$ cat src/rtl/game_pkg.sv
// rtl/game_pkg.sv - shared game types, screen geometry and coordinate helpers
package game_pkg;

  localparam int COORD_W  = 10;
  localparam int SCREEN_W = 640;
  localparam int SCREEN_H = 480;

  typedef enum logic [1:0] {
    IDLE     = 2'd0,
    ARMED    = 2'd1,
    SLASHING = 2'd2,
    COOLDOWN = 2'd3
  } slash_state_t;

  typedef enum logic [1:0] {
    DIR_POS_X = 2'd0,
    DIR_NEG_X = 2'd1,
    DIR_POS_Y = 2'd2,
    DIR_NEG_Y = 2'd3
  } dir_t;

  function automatic logic [COORD_W-1:0] abs_diff(input logic [COORD_W-1:0] a,
                                                  input logic [COORD_W-1:0] b);
    return (a >= b) ? (a - b) : (b - a);
  endfunction

  // Keep out-of-range cursor values on screen so speed stays bounded.
  function automatic logic [COORD_W-1:0] clamp_x(input logic [COORD_W-1:0] v);
    return (v > COORD_W'(SCREEN_W - 1)) ? COORD_W'(SCREEN_W - 1) : v;
  endfunction

  function automatic logic [COORD_W-1:0] clamp_y(input logic [COORD_W-1:0] v);
    return (v > COORD_W'(SCREEN_H - 1)) ? COORD_W'(SCREEN_H - 1) : v;
  endfunction

endpackage

$ cat src/rtl/slash_trail_buf.sv
// rtl/slash_trail_buf.sv - ring buffer of recent cursor points with registered read port
module slash_trail_buf #(
  parameter int TRAIL_DEPTH = 8,
  parameter int COORD_W     = 10
) (
  input  logic                           clk,
  input  logic                           rstn,
  input  logic                           wr_en,
  input  logic                           clr,
  input  logic [COORD_W-1:0]             wr_x,
  input  logic [COORD_W-1:0]             wr_y,
  input  logic [$clog2(TRAIL_DEPTH)-1:0] rd_idx,
  output logic [COORD_W-1:0]             rd_x,
  output logic [COORD_W-1:0]             rd_y,
  output logic                           rd_valid
);

  localparam int AW = $clog2(TRAIL_DEPTH);

  logic [COORD_W-1:0]     x_mem [TRAIL_DEPTH];
  logic [COORD_W-1:0]     y_mem [TRAIL_DEPTH];
  logic [TRAIL_DEPTH-1:0] valid_q;
  logic [AW-1:0]          wr_ptr;
  logic [AW-1:0]          rd_addr;

  // Index 0 is the most recently written point; wraps naturally at power-of-2 depth.
  assign rd_addr = wr_ptr - AW'(1) - rd_idx;

  // Point storage; contents only matter where valid_q is set, so no reset needed.
  always_ff @(posedge clk) begin
    if (wr_en && !clr) begin
      x_mem[wr_ptr] <= wr_x;
      y_mem[wr_ptr] <= wr_y;
    end
  end

  // Write pointer and per-entry valid flags; clear wins over a coincident write.
  always_ff @(posedge clk or negedge rstn) begin
    if (!rstn) begin
      valid_q <= '0;
      wr_ptr  <= '0;
    end else if (clr) begin
      valid_q <= '0;
      wr_ptr  <= '0;
    end else if (wr_en) begin
      valid_q[wr_ptr] <= 1'b1;
      wr_ptr          <= wr_ptr + AW'(1);
    end
  end

  // Registered read port: one cycle from rd_idx to data.
  always_ff @(posedge clk or negedge rstn) begin
    if (!rstn) begin
      rd_x     <= '0;
      rd_y     <= '0;
      rd_valid <= 1'b0;
    end else begin
      rd_x     <= x_mem[rd_addr];
      rd_y     <= y_mem[rd_addr];
      rd_valid <= valid_q[rd_addr];
    end
  end

endmodule

$ cat src/rtl/slash_detector.sv
// rtl/slash_detector.sv - qualifies mouse motion into a slash level; SLASH_DIRECTION_EN adds slash_dir
module slash_detector
  import game_pkg::*;
#(
  parameter int SPEED_TH      = 8,
  parameter int HOLD_SAMPLES  = 2,
  parameter int DECAY_SAMPLES = 3,
  parameter int TRAIL_DEPTH   = 8
) (
  input  logic                           clk,
  input  logic                           rstn,
  input  logic                           moveclk,
  input  logic [COORD_W-1:0]             mousex,
  input  logic [COORD_W-1:0]             mousey,
  input  logic                           mousebtn,
  output logic                           slash,
  output logic [10:0]                    speed,
  input  logic [$clog2(TRAIL_DEPTH)-1:0] trail_idx,
  output logic [COORD_W-1:0]             trail_x,
  output logic [COORD_W-1:0]             trail_y,
  output logic                           trail_valid
`ifdef SLASH_DIRECTION_EN
  ,
  output logic [1:0]                     slash_dir
`endif
);

  localparam logic [10:0] SPEED_TH_C = 11'(SPEED_TH);
  localparam logic [3:0]  HOLD_C     = 4'(HOLD_SAMPLES);
  localparam logic [3:0]  DECAY_C    = 4'(DECAY_SAMPLES);

  slash_state_t       state;
  logic               mv_q;
  logic               tick;
  logic [COORD_W-1:0] cx, cy;
  logic [COORD_W-1:0] prev_x, prev_y;
  logic               prev_valid;
  logic [COORD_W-1:0] dx_abs, dy_abs;
  logic [11:0]        speed_sum;
  logic [10:0]        speed_sat;
  logic               active_tick;
  logic               is_fast;
  logic               enter_slash;
  logic               fast_in_slash;
  logic [3:0]         fast_cnt;
  logic [3:0]         slow_cnt;

  assign cx        = clamp_x(mousex);
  assign cy        = clamp_y(mousey);
  assign dx_abs    = abs_diff(cx, prev_x);
  assign dy_abs    = abs_diff(cy, prev_y);
  assign speed_sum = {2'b00, dx_abs} + {2'b00, dy_abs};

  // Saturating Manhattan speed; the first sample after a press has no reference point.
  always_comb begin
    speed_sat = '0;
    if (prev_valid) begin
      speed_sat = (speed_sum > 12'd2047) ? 11'h7FF : speed_sum[10:0];
    end
  end

  // A tick in IDLE is swallowed by the press transition.
  assign active_tick   = tick && mousebtn && (state != IDLE);
  assign is_fast       = (speed_sat >= SPEED_TH_C);
  assign enter_slash   = active_tick && (state == ARMED) && is_fast && (fast_cnt + 4'd1 == HOLD_C);
  assign fast_in_slash = active_tick && (state == SLASHING) && is_fast;

  // Registered rising-edge detector on the motion tick level.
  always_ff @(posedge clk or negedge rstn) begin
    if (!rstn) begin
      mv_q <= 1'b0;
      tick <= 1'b0;
    end else begin
      mv_q <= moveclk;
      tick <= moveclk & ~mv_q;
    end
  end

  // Slash qualification FSM; release overrides everything, including a tick.
  always_ff @(posedge clk or negedge rstn) begin
    if (!rstn) begin
      state      <= IDLE;
      slash      <= 1'b0;
      speed      <= '0;
      fast_cnt   <= '0;
      slow_cnt   <= '0;
      prev_x     <= '0;
      prev_y     <= '0;
      prev_valid <= 1'b0;
    end else if (!mousebtn) begin
      state      <= IDLE;
      slash      <= 1'b0;
      fast_cnt   <= '0;
      slow_cnt   <= '0;
      prev_valid <= 1'b0;
    end else begin
      case (state)
        IDLE: begin
          state      <= ARMED;
          fast_cnt   <= '0;
          prev_valid <= 1'b0;
        end
        ARMED: begin
          if (tick) begin
            if (enter_slash) begin
              state    <= SLASHING;
              slash    <= 1'b1;
              slow_cnt <= '0;
            end else if (is_fast) begin
              fast_cnt <= fast_cnt + 4'd1;
            end else begin
              fast_cnt <= '0;
            end
          end
        end
        SLASHING: begin
          if (tick) begin
            if (is_fast) begin
              slow_cnt <= '0;
            end else if (slow_cnt + 4'd1 == DECAY_C) begin
              state <= COOLDOWN;
              slash <= 1'b0;
            end else begin
              slow_cnt <= slow_cnt + 4'd1;
            end
          end
        end
        COOLDOWN: begin
          slash <= 1'b0;
        end
        default: begin
          state <= IDLE;
          slash <= 1'b0;
        end
      endcase
      if (active_tick) begin
        prev_x     <= cx;
        prev_y     <= cy;
        prev_valid <= 1'b1;
        speed      <= speed_sat;
      end
    end
  end

`ifdef SLASH_DIRECTION_EN
  dir_t dir_now;

  // Dominant axis sign of the current motion; ties go to x.
  always_comb begin
    dir_now = DIR_POS_X;
    if (dx_abs >= dy_abs) begin
      dir_now = (cx >= prev_x) ? DIR_POS_X : DIR_NEG_X;
    end else begin
      dir_now = (cy >= prev_y) ? DIR_POS_Y : DIR_NEG_Y;
    end
  end

  // Direction is captured on SLASHING entry and tracked on every fast tick there.
  always_ff @(posedge clk or negedge rstn) begin
    if (!rstn) begin
      slash_dir <= 2'd0;
    end else if (enter_slash || fast_in_slash) begin
      slash_dir <= dir_now;
    end
  end
`endif

  slash_trail_buf #(
    .TRAIL_DEPTH(TRAIL_DEPTH),
    .COORD_W    (COORD_W)
  ) u_trail (
    .clk     (clk),
    .rstn    (rstn),
    .wr_en   (active_tick),
    .clr     (~mousebtn),
    .wr_x    (cx),
    .wr_y    (cy),
    .rd_idx  (trail_idx),
    .rd_x    (trail_x),
    .rd_y    (trail_y),
    .rd_valid(trail_valid)
  );

endmodule

$ cat config.mk
export PLATFORM = sky130hd
export DESIGN_NAME = slash_detector
export DESIGN_NICKNAME = d
export VERILOG_FILES = /design/src/rtl/game_pkg.sv /design/src/rtl/slash_trail_buf.sv /design/src/rtl/slash_detector.sv
export SDC_FILE = /design/constraint.sdc
export NUM_CORES = 1
export LEC_CHECK = 0
export BUFFER_PORTS_ARGS = -buffer_cell sky130_fd_sc_hd__clkbuf_2
export CORE_ASPECT_RATIO = 0.7
export CORE_UTILIZATION = 40
export CTS_CLUSTER_DIAMETER = 30
export CTS_CLUSTER_SIZE = 14
export DETAILED_ROUTE_END_ITERATION = 8
export PLACE_DENSITY_LB_ADDON = 0.15
export SLEW_MARGIN = 20
export SYNTH_ARGS = -nofsm -noshare
export SYNTH_HDL_FRONTEND = slang
export SYNTH_SLANG_ARGS = --single-unit
$ cat constraint.sdc
create_clock -name clk -period 6.99 [get_ports clk]
set_clock_uncertainty 0.05 [all_clocks]
set_input_delay 0.699 -clock clk [delete_from_list [all_inputs] [get_ports clk]]
set_output_delay 0.699 -clock clk [all_outputs]
set_load 0.01 [all_outputs]
Word-level counts from Yosys, hierarchy flattened
Memory sizes are Yosys's and may differ from the RTL's. A register that Yosys moved wholly into a read port is not among the register bits.
Index checks and enable logic that the tools add are counted.
Widths: inputs -> output; s select.
{"block": "op_classes", "n_addsub": 10, "n_mul": 0, "div": 0, "magnitude_cmp": 9, "eq_ne": 18, "n_shift": 0, "muxes": 45, "n_bitwise": 3, "n_reduce_logical": 16}
{"op": "$mux 10", "count": 4}
{"op": "$mux 4", "count": 10}
{"op": "$sub 10x10->10", "count": 4}
{"op": "$mux 11", "count": 2}
{"op": "$ge 10x10->1", "count": 2}
{"op": "$mux 8", "count": 2}
{"op": "$pmux 4 s2", "count": 2}
{"op": "$ne 3x3->1 const B", "count": 5}
{"op": "$mux 1", "count": 13}
{"op": "$mux 2", "count": 6}
{"op": "$reduce_and 6->1", "count": 2}
{"op": "$add 10x10->11", "count": 1}
{"op": "$ge 11x4->1 const B", "count": 1}
{"op": "$gt 11x11->1 const B", "count": 1}
{"op": "$gt 10x10->1 const B", "count": 1}
{"op": "$gt 10x9->1 const B", "count": 1}
{"op": "$ne 3x1->1 const B", "count": 3}
{"op": "$add 4x1->4 const B", "count": 2}
{"op": "$eq 4x2->1 const B", "count": 2}
{"op": "$lt 3x4->1 const B", "count": 2}
{"op": "$ne 4x1->1 const B", "count": 2}
{"op": "$or 8x8->8", "count": 1}
{"op": "$logic_and 1x1->1", "count": 7}
{"op": "$mux 3", "count": 2}
{"op": "21 further kinds", "count": 23}
{"block": "word_totals", "reg_bits": 57, "latch_bits": 0, "ramBits": 160, "rom_bits": 0, "inputBits": 27, "out_inout_bits": 33, "word_cells": 116, "n_memories": 2}
{"name": "u_trail.x_mem", "words": 8, "word_bits": 10, "rd": 1, "rd_ports_with_merged_regs": 1, "wr": 1, "line_no": "slash_trail_buf.sv:20", "source": "logic [COORD_W-1:0] x_mem [TRAIL_DEPTH];"}
{"name": "u_trail.y_mem", "words": 8, "word_bits": 10, "rd": 1, "rd_ports_with_merged_regs": 1, "wr": 1, "line_no": "slash_trail_buf.sv:21", "source": "logic [COORD_W-1:0] y_mem [TRAIL_DEPTH];"}

Depth between registers and ports, before layout
Gate-level depths: netlist of run 1.
{"block": "depth", "depth_word": 15, "ltp_mapped": 24, "ltp_nobuf": 23}

Hierarchy
Synthesis of run 1 repeated with hierarchy kept, for this count alone.
{"block": "unflattened", "hier_cells": 851, "hier_area_um2": 11711.2}
{"module": "slash_trail_buf", "n_inst": 1, "cells_each": 313, "area_each_um2": 7244.4, "seq_area_each_um2": 5605.4}
{"module": "slash_detector", "n_inst": 1, "cells_each": 538, "area_each_um2": 4466.8, "seq_area_each_um2": 1126.1}

Worst setup path after synthesis of run 1
No wires, ideal clock.
{"block": "synth_timing", "path_kind": "input port to flip-flop", "from": "in mousex[7]", "to": "reg slow_cnt[1]", "setup_ns": 0.125, "arrival_time_ns": 5.587, "slack_ns": 1.228, "cell_stages": 22, "n_path_buf": 2, "path_cell_list": "o21a_1 -> nor2_1 -> inv_1 -> ha_1 -> clkbuf_1 -> or4_1 -> o21ai_0 -> a21oi_1 -> o221ai_1 -> buf_2 -> mux2i_1 -> xor2_1 -> ha_1 -> and3_1 -> a221oi_2 -> xnor2_1 -> o41ai_2 -> o211ai_1 -> nor3_2 -> a31oi_1 -> o21ai_1 -> mux2_2"}
{"block": "synth_via", "elab_chain_len": 13, "elab_cells_between_ends": 20, "classes_between": "add/sub: 3; order compare: 4; eq/ne: 2; mux: 8; reduce/logical: 3"}
{"element": "start: declaration", "line_no": "slash_detector.sv:13", "source": "input logic [COORD_W-1:0] mousex,"}
{"element": "$gt 10x10->1 (*)", "line_no": "game_pkg.sv:29", "source": "return (v > COORD_W'(SCREEN_W - 1)) ? COORD_W'(SCREEN_W - 1) : v;"}
{"element": "$mux 10 (*)", "line_no": "game_pkg.sv:29"}
{"element": "net cx[5]", "line_no": "slash_detector.sv:35", "source": "logic [COORD_W-1:0] cx, cy;"}
{"element": "$sub 10x10->10 / $ge 10x10->1 (equally long branches)", "line_no": "game_pkg.sv:24", "source": "return (a >= b) ? (a - b) : (b - a);"}
{"element": "$mux 10 (*)", "line_no": "game_pkg.sv:24"}
{"element": "$add 10x10->11 (*)", "line_no": "slash_detector.sv:52", "source": "assign speed_sum = {2'b00, dx_abs} + {2'b00, dy_abs};"}
{"element": "$gt 11x11->1", "line_no": "slash_detector.sv:58", "source": "speed_sat = (speed_sum > 12'd2047) ? 11'h7FF : speed_sum[10:0];"}
{"element": "$mux 11 (*)", "line_no": "slash_detector.sv:58"}
{"element": "$mux 11 (*)", "line_no": "slash_detector.sv:57", "source": "if (prev_valid) begin"}
{"element": "$ge 11x4->1 (*)", "line_no": "slash_detector.sv:64", "source": "assign is_fast = (speed_sat >= SPEED_TH_C);"}
{"element": "$mux 4 / $logic_and 1x1->1 (equally long branches)", "line_no": "slash_detector.sv:118, slash_detector.sv:65"}
{"element": "$mux 4 / $logic_and 1x1->1 (equally long branches)", "line_no": "slash_detector.sv:117, slash_detector.sv:65"}
{"element": "$pmux 4 s2 / $ne 3x3->1 (equally long branches)"}
{"element": "$mux 4 / $reduce_and 5->1 (equally long branches)"}
{"element": "end signal: assignment", "line_no": "slash_detector.sv:124", "source": "slow_cnt <= slow_cnt + 4'd1;"}
{"element": "end: declaration", "line_no": "slash_detector.sv:46", "source": "logic [3:0] slow_cnt;"}
Mark *: on every way through the listed nets, which the timed path passes. The rest lies on a longest branch. The select of a mux whose other input is x is not followed.
A chain may end at the register's enable or synchronous reset.

Final worst setup path of run 1
{"block": "layout_timing", "from": "in mousey[5]", "to": "reg slow_cnt[1]"}
{"block": "layout_via", "elab_chain_len": 13, "elab_cells_between_ends": 20, "classes_between": "add/sub: 3; order compare: 4; eq/ne: 2; mux: 8; reduce/logical: 3"}
{"element": "start: declaration", "line_no": "slash_detector.sv:14", "source": "input logic [COORD_W-1:0] mousey,"}
{"element": "$gt 10x9->1 (*)", "line_no": "game_pkg.sv:33", "source": "return (v > COORD_W'(SCREEN_H - 1)) ? COORD_W'(SCREEN_H - 1) : v;"}
{"element": "$mux 10 (*)", "line_no": "game_pkg.sv:33"}
{"element": "net cy[2]", "line_no": "slash_detector.sv:35"}
{"element": "$sub 10x10->10 / $ge 10x10->1 (equally long branches)", "line_no": "game_pkg.sv:24"}
{"element": "$mux 10 (*)", "line_no": "game_pkg.sv:24"}
{"element": "$add 10x10->11 (*)", "line_no": "slash_detector.sv:52"}
{"element": "$gt 11x11->1", "line_no": "slash_detector.sv:58"}
{"element": "$mux 11 (*)", "line_no": "slash_detector.sv:58"}
{"element": "$mux 11 (*)", "line_no": "slash_detector.sv:57"}
{"element": "$ge 11x4->1 (*)", "line_no": "slash_detector.sv:64"}
{"element": "$mux 4 / $logic_and 1x1->1 (equally long branches)", "line_no": "slash_detector.sv:118, slash_detector.sv:65"}
{"element": "$mux 4 / $logic_and 1x1->1 (equally long branches)", "line_no": "slash_detector.sv:117, slash_detector.sv:65"}
{"element": "$pmux 4 s2 / $ne 3x3->1 (equally long branches)"}
{"element": "$mux 4 / $reduce_and 5->1 (equally long branches)"}
Marks and branches as above.

==> results of run 1 <==
## cells in the final DEF, fill, tap and decap left out, drive strengths merged, types with 6 or more instances in the layout
cell	n
buf	16
o21a	12
mux4	42
nand3	12
mux2	27
fa	6
clkinv	10
inv	63
mux2i	16
a21oi	20
nor2b	17
edfxtp	160
nand2b	12
xor2	9
nor2	34
and2	7
nand4	8
a21o	19
xnor2	19
o21ai	48
conb	9
nor3	10
dfrtp	77
ha	59
clkbuf	112
nand2	56
## final cells by class
type	count	area, sq um
inverters	59	221
clock buffers	54	1180
well taps	371	464
repair buffers	74	410
clock inverters	21	283
multi-input cells	501	4390
flip-flops and latches	237	6730
fillers	2386	14200
## state kept, by name, summed over array words and instances, names as in the netlist, 2 cells and up
name and cells:
fast_cnt 4, prev_x 10, prev_y 10, slow_cnt 4, speed 11, state 2, u_trail.rd_x 10, u_trail.rd_y 10
u_trail.valid_q 8, u_trail.wr_ptr 3, u_trail.x_mem 80, u_trail.y_mem 80
## worst max path at each step
stage	start	endpoint	cells past startpoint
final	mousey[5]	slow_cnt[1]	22
after global routing	mousey[9]	fast_cnt[1]	24
after CTS	mousey[5]	slow_cnt[1]	22
after detailed placement	mousey[5]	slow_cnt[1]	22
after global placement	mousey[5]	slow_cnt[1]	24
after floorplan	mousex[7]	slow_cnt[1]	22
## critical path: stages
cell and delay, ns:
clkbuf_2 0.09, a41o_1 0.33, nor2_1 0.23, inv_1 0.19, ha_1 0.42, nor2b_1 0.17
o21ai_0 0.12, a21o_1 0.22, nand4_1 0.13, and2_1 0.57, mux2i_1 0.34, xnor2_1 0.17
ha_1 0.33, a21o_1 0.21, a221oi_2 0.35, xnor2_1 0.15, o41ai_2 0.35, o211ai_1 0.19
nor3_2 0.33, a31oi_1 0.11, o21ai_1 0.29, mux2_2 0.36
## where the power goes
group / internal [mW] / switching (mW) / total [mW]
registers: 1.64 / 0.0920 / 1.73
logic: 1.08 / 1.45 / 2.52
clock network: 1.38 / 0.693 / 2.08
## synthesized netlist by cell type (2+ instances only)
cell       count  share of area
a41o_1         2         0.0018
o211ai_1       5         0.0033
mux4_2        42          0.083
mux2i_1       16          0.014
dfrtp_1       77           0.17
ha_1          59          0.065
xor2_1         9         0.0069
a221oi_1       2         0.0015
o31ai_1        2         0.0013
nor4_1         3         0.0016
edfxtp_1     160           0.42
or2_2          4         0.0022
mux2_2        27          0.027
nor2b_1       17         0.0093
nand3_1       12         0.0053
o21a_1        12         0.0079
nor2_1        34          0.011
nand2_1       56          0.018
nand4_1        8         0.0044
nor3_1         9         0.0040
and2_1         7         0.0038
a21o_1        19          0.013
o31a_1         2         0.0015
or3b_2         2         0.0015
a221o_1        3         0.0026
a31oi_1        4         0.0022
and3_1         3         0.0016
buf_1          4         0.0013
nand2b_1      12         0.0066
nor3b_1        3         0.0020
xnor2_1       19          0.015
a21oi_1       20         0.0088
fa_1           6          0.011
o311ai_0       2         0.0015
inv_1         59          0.019
o21ai_0       47          0.021
o2bb2ai_1      3         0.0023
clkbuf_1      26         0.0086
buf_2          3         0.0013
a211oi_1       5         0.0033
a22o_1         2         0.0015
## routing by layer
metal	track usage	wire, microns	part of all wire	up-vias
met5	0	0	0	-
met3	0.0342	1190	0.047	41
met4	0.0522	444	0.018	0
li1	-	-	-	3244
met2	0.262	10700	0.42	153
met1	0.278	12900	0.51	3380
## through the flow
step                      area (sq um)  cells   util
after floorplan                  11400    830      -
after global placement           12200   1242  0.438
after detailed placement         12200   1242  0.438
after CTS                        13700   1317  0.490
after global routing             13700   1317  0.490
final                            13700   1317  0.490
## kinds of logic (layout without fill, tap and decap cells)
logic type,Yosys count,after routing,synth area share
flops,237,237,0.592
xor+xnor,28,28,0.0216
simple gates,175,175,0.0758
compound gates,139,139,0.0805
other cells,1,9,0.000330
fa+ha+maj,65,65,0.0755
mux,85,85,0.124
buf+inv,92,208,0.0307
==> summary.txt, run 1 <==
Power and ir drop
  • Power Density: 463 nW/um^2
  • Maximum VDD drop: 0.292 mV
  • Tot Pwr: 6.33 mW
  • Leakage power: 5.50 nW

Clock tree
  • Clock transition at path regs: 0.05 ns
  • Clock Path Buffers: 3
  • Clk_lat worst skew: 0.52 ns
  • CTS HTree Levels: 2
  • Hold buffers post-CTS: 0
  • CTS tree: done
  • Num CTS Buffers: 41
  • Post-CTS resize count: 0
  • Post-CTS Setup Bufs: 0
  • Clock sinks: 237
  • Root buffer cell: clkbuf_16

Routing
  • Routed wire length: 25200 microns
  • Starting DRT DRC Count: 446
  • Vias/cell: 5.18
  • 1st-pass router iterations: 6
  • Wirelength per Cell: 19.2 microns
  • Routed Antenna Nets: 0
  • DR vias: 6818
  • Drt drc: 0

Global route
  • First-pass GRT wire length: 39900 microns
  • Global Route Usage Sum: 0.182
  • Initial antenna violation count: 0
  • Vias in the first global route: 6788
  • Largest net degree at the start of global routing: 56
  • Grt ovf: 0

Placed design
  • Number of port buffers: 59
  • Gp weighted congestion: 0.872
  • Detailed placer's ending HPWL: 16300 microns
  • Setup WS pre-CTS: 0.505 ns

Cells and area
  • ANT cells: 0
  • Layout area overhead: 20.2%
  • Fraction of layout cells with a size suffix above 1: 0.244
  • # nets final: 1006

Synthesis
  • Yosys reg bits: 237
  • Post-synthesis sequential area ratio: 0.592
  • Number of synthesized flops with an enable pin: 160
  • Synth Flop Type: edfxtp_1
  • Mapped cell area: 11400 sq um
  • Warnings, synthesis: 0
  • Async S/R FF share, synth: 0.325
  • Netlist cell types: 56
  • Synthesized instance count: 822
  • Mean Syn Cell Area: 13.8 sq um

Timing
  • Total negative slack: 0 ns
  • Max Transition Viols Final: 0
  • Setup ws final: 0.997 ns
  • Slew headroom: 0.419
  • Setup violators final: 0
  • Final worst path period share: 0.857
  • RSZ-0062 raised after global routing: no
  • Final Hold Fails: 0
  • Crit path time final: 5.99 ns
  • Tightest Pin Transition: 0.869 ns
  • Fin Hold WS: 0.0286 ns
  • Maximum clock frequency: 167 MHz

Job
  • Total of max-cap violations: 0

Die
  • Row count: 51
  • Starting density of the core: 0.408
  • I/O pin total: 60
  • Die Height: 143 microns
  • Core area: 27900 sq um
  • Die width: 204 microns
  • Die Area: 29100 sq um

Critical path
  • Worst setup SP type: input pin
  • CP Class: input pin to register
  • WP data arrival: 6.35 ns
  • Worst reg2reg setup slack: 1.45 ns
  • Crit-path max FO: 14
  • Critical Path RT: 7.34 ns
  • Worst r2r path cells: 19
  • Critical Path End Type: register
  • Terminus of the critical flop-to-flop path: slow_cnt[1]
  • R2r startpoint: prev_y[0]

Hold path
  • Hold Path Class: input pin to asynchronous set/reset pin

Run status
  • Status: finished clean
No activity file was read; power rests on OpenSTA's default activity.
==> inputs of run 2 (changes only) <==
CORE_UTILIZATION = 45   (was 40)
RECOVER_POWER = 25   (was default)
==> run 2 against run 1 <==
The flow now finishes with violations (max-capacitance violations, max-slew violations). Final area fell by 1.6%. Via count rose by 1.3%. Highest routed layer unchanged. Critical path depth did not move. Hold slack improved by 0.24 ns. Count of clock-buffer cells in the layout fell by 5. First-iteration DRC count fell by 9.0%. Routed wire length rose by 0.90%. Core utilization rose by 5.3 points. Setup slack got worse by 0.24 ns.
==> summary.txt, run 2 (same netlist as run 1, synthesis figures left out) <==
Cells and area
  • Fraction of layout cells with a size suffix above 1: 0.233
  • Layout area overhead: 18.3%
  • Most frequent cells in the layout: 160 x edfxtp_1, 77 x dfrtp_1, 59 x inv_1
  • # nets final: 1006
  • Finished layout cell area: 13500 sq um
  • Fin util: 0.544
  • Largest regs: u_trail.x_mem (80), u_trail.y_mem (80), speed (11)
  • Commonest non-fill, non-tap cell in the layout: edfxtp_1
  • ANT cells: 0

Clock tree
  • Clk_lat worst skew: 0.54 ns
  • Post-CTS Setup Bufs: 0
  • CTS HTree Levels: 2
  • CTS tree: done
  • Post-CTS resize count: 0
  • Clock Path Buffers: 3
  • Num CTS Buffers: 38
  • Hold buffers post-CTS: 0
  • Root buffer cell: clkbuf_16
  • Clock transition at path regs: 0.04 ns
  • Clock sinks: 237

Power and ir drop
  • Net Sw Frac: 0.372
  • Power share of the clock group: 0.296
  • Power Density: 460 nW/um^2
  • P_int: 3.89 mW
  • Sw power: 2.30 mW
  • Maximum VDD drop: 0.336 mV
  • Leakage power: 5.38 nW
  • Comb pwr share: 0.424
  • Seq pwr share: 0.280

Critical path
  • Worst path max stage delay: 0.54 ns
  • R2r startpoint: prev_y[0]
  • CP Cell Sequence: clkbuf_2, o21a_1, nor2_1, inv_1, ha_1, or4_1, o21ai_0, a21oi_1, o221ai_1, buf_4, mux2i_1, xnor2_1, ha_1, and3_1, a221oi_2, xnor2_1, o41ai_2, o211ai_1, nor3_2, mux2i_1, a211oi_1, a211oi_1
  • Worst reg2reg setup slack: 1.27 ns
  • Critical Path RT: 7.36 ns
  • Worst setup SP type: input pin
  • CP Class: input pin to register
  • Crit-path max FO: 13
  • WP data arrival: 6.60 ns
  • Slowest CP cell: or4_1
  • Critical Path End Type: register
  • Terminus of the critical flop-to-flop path: state[0]
  • Worst r2r path cells: 21

Routing
  • Routed wire length: 25500 microns
  • Routed Antenna Nets: 0
  • Starting DRT DRC Count: 406
  • Vias/cell: 5.45
  • Drt drc: 0
  • DR vias: 6908
  • 1st-pass router iterations: 4
  • Wirelength per Cell: 20.1 microns

Die
  • Row count: 48
  • Starting density of the core: 0.460
  • I/O pin total: 60
  • Core area: 24700 sq um
  • Die width: 192 microns
  • Die Height: 135 microns
  • Die Area: 25900 sq um

Global route
  • Grt ovf: 0
  • Vias in the first global route: 7109
  • Largest net degree at the start of global routing: 45
  • First-pass GRT wire length: 39700 microns
  • Global Route Usage Sum: 0.206
  • Initial antenna violation count: 0

Timing
  • Crit path time final: 6.23 ns
  • Final Hold Fails: 0
  • RSZ-0062 raised after global routing: no
  • Tightest Pin Transition: 2.88 ns
  • Setup ws final: 0.758 ns
  • Max Transition Viols Final: 80
  • Slew headroom: -0.921
  • Total negative slack: 0 ns
  • Final worst path period share: 0.892
  • Setup violators final: 0
  • Fin Hold WS: 0.264 ns
  • Maximum clock frequency: 160 MHz

Placed design
  • Detailed placer's ending HPWL: 17100 microns
  • Setup WS pre-CTS: 0.298 ns
  • Post-DP Area: 12200 sq um
  • Number of port buffers: 59
  • Gp weighted congestion: 0.908

Hold path
  • Hold path endpoint: mv_q
  • Hold path startpoint: moveclk
  • Hold Crit Depth: 1
  • Hold Path Class: input pin to register

Run status
  • Failing checks: max-capacitance violations, max-slew violations
  • Status: finished, violations left

Job
  • Total of max-cap violations: 2
## run 2: layout make-up
| cell class | count | area (sq um) |
|---|---|---|
| clock buffer | 49 | 1020 |
| clock inverter | 20 | 246 |
| fill | 2032 | 11300 |
| inverter | 59 | 221 |
| multi-input combinational | 501 | 4410 |
| sequential | 237 | 6730 |
| tap | 325 | 407 |
| timing repair buffer | 77 | 423 |
## run 2: metrics by stage
step	std cells	power, mW
floorplan	830	3.68
global placement	1199	4.26
detailed placement	1199	4.34
CTS	1268	6.21
global route	1268	6.56
finish	1268	6.19
## run 2: power groups by stage
stage	Combinational [mW]	Clock, mW	Sequential (mW)
2_1_floorplan	1.92	0	1.76
3_3_place_gp	2.51	0	1.75
3_5_place_dp	2.59	0	1.76
4_1_cts	2.60	1.87	1.73
5_1_grt	2.87	1.94	1.75
6_report	2.62	1.83	1.73
## run 2: how the worst max path moves through the flow
stage / depth (start not counted) / start / to
floorplan: 22 / mousex[7] / slow_cnt[1]
global placement: 22 / mousex[9] / slow_cnt[1]
detailed placement: 22 / mousex[9] / state[0]
CTS: 22 / mousex[9] / state[0]
global route: 22 / mousex[9] / state[0]
finish: 22 / mousex[9] / state[0]
## run 2: worst max-delay path, delay by kind of cell
kind	cells	cell delay, ns
AO/OA/AOI/OAI	9	2.02
XOR/XNOR	2	0.42
buffers and inverters	3	0.64
adder cells (fa/ha/maj)	2	0.76
multiplexers	2	0.79
AND/OR/NAND/NOR	4	1.25
## run 2: routing by layer
layer | track usage | part of all wire
met5 | 0 | 0
met4 | 0.0564 | 0.018
met3 | 0.0421 | 0.050
met2 | 0.317 | 0.46
met1 | 0.297 | 0.48
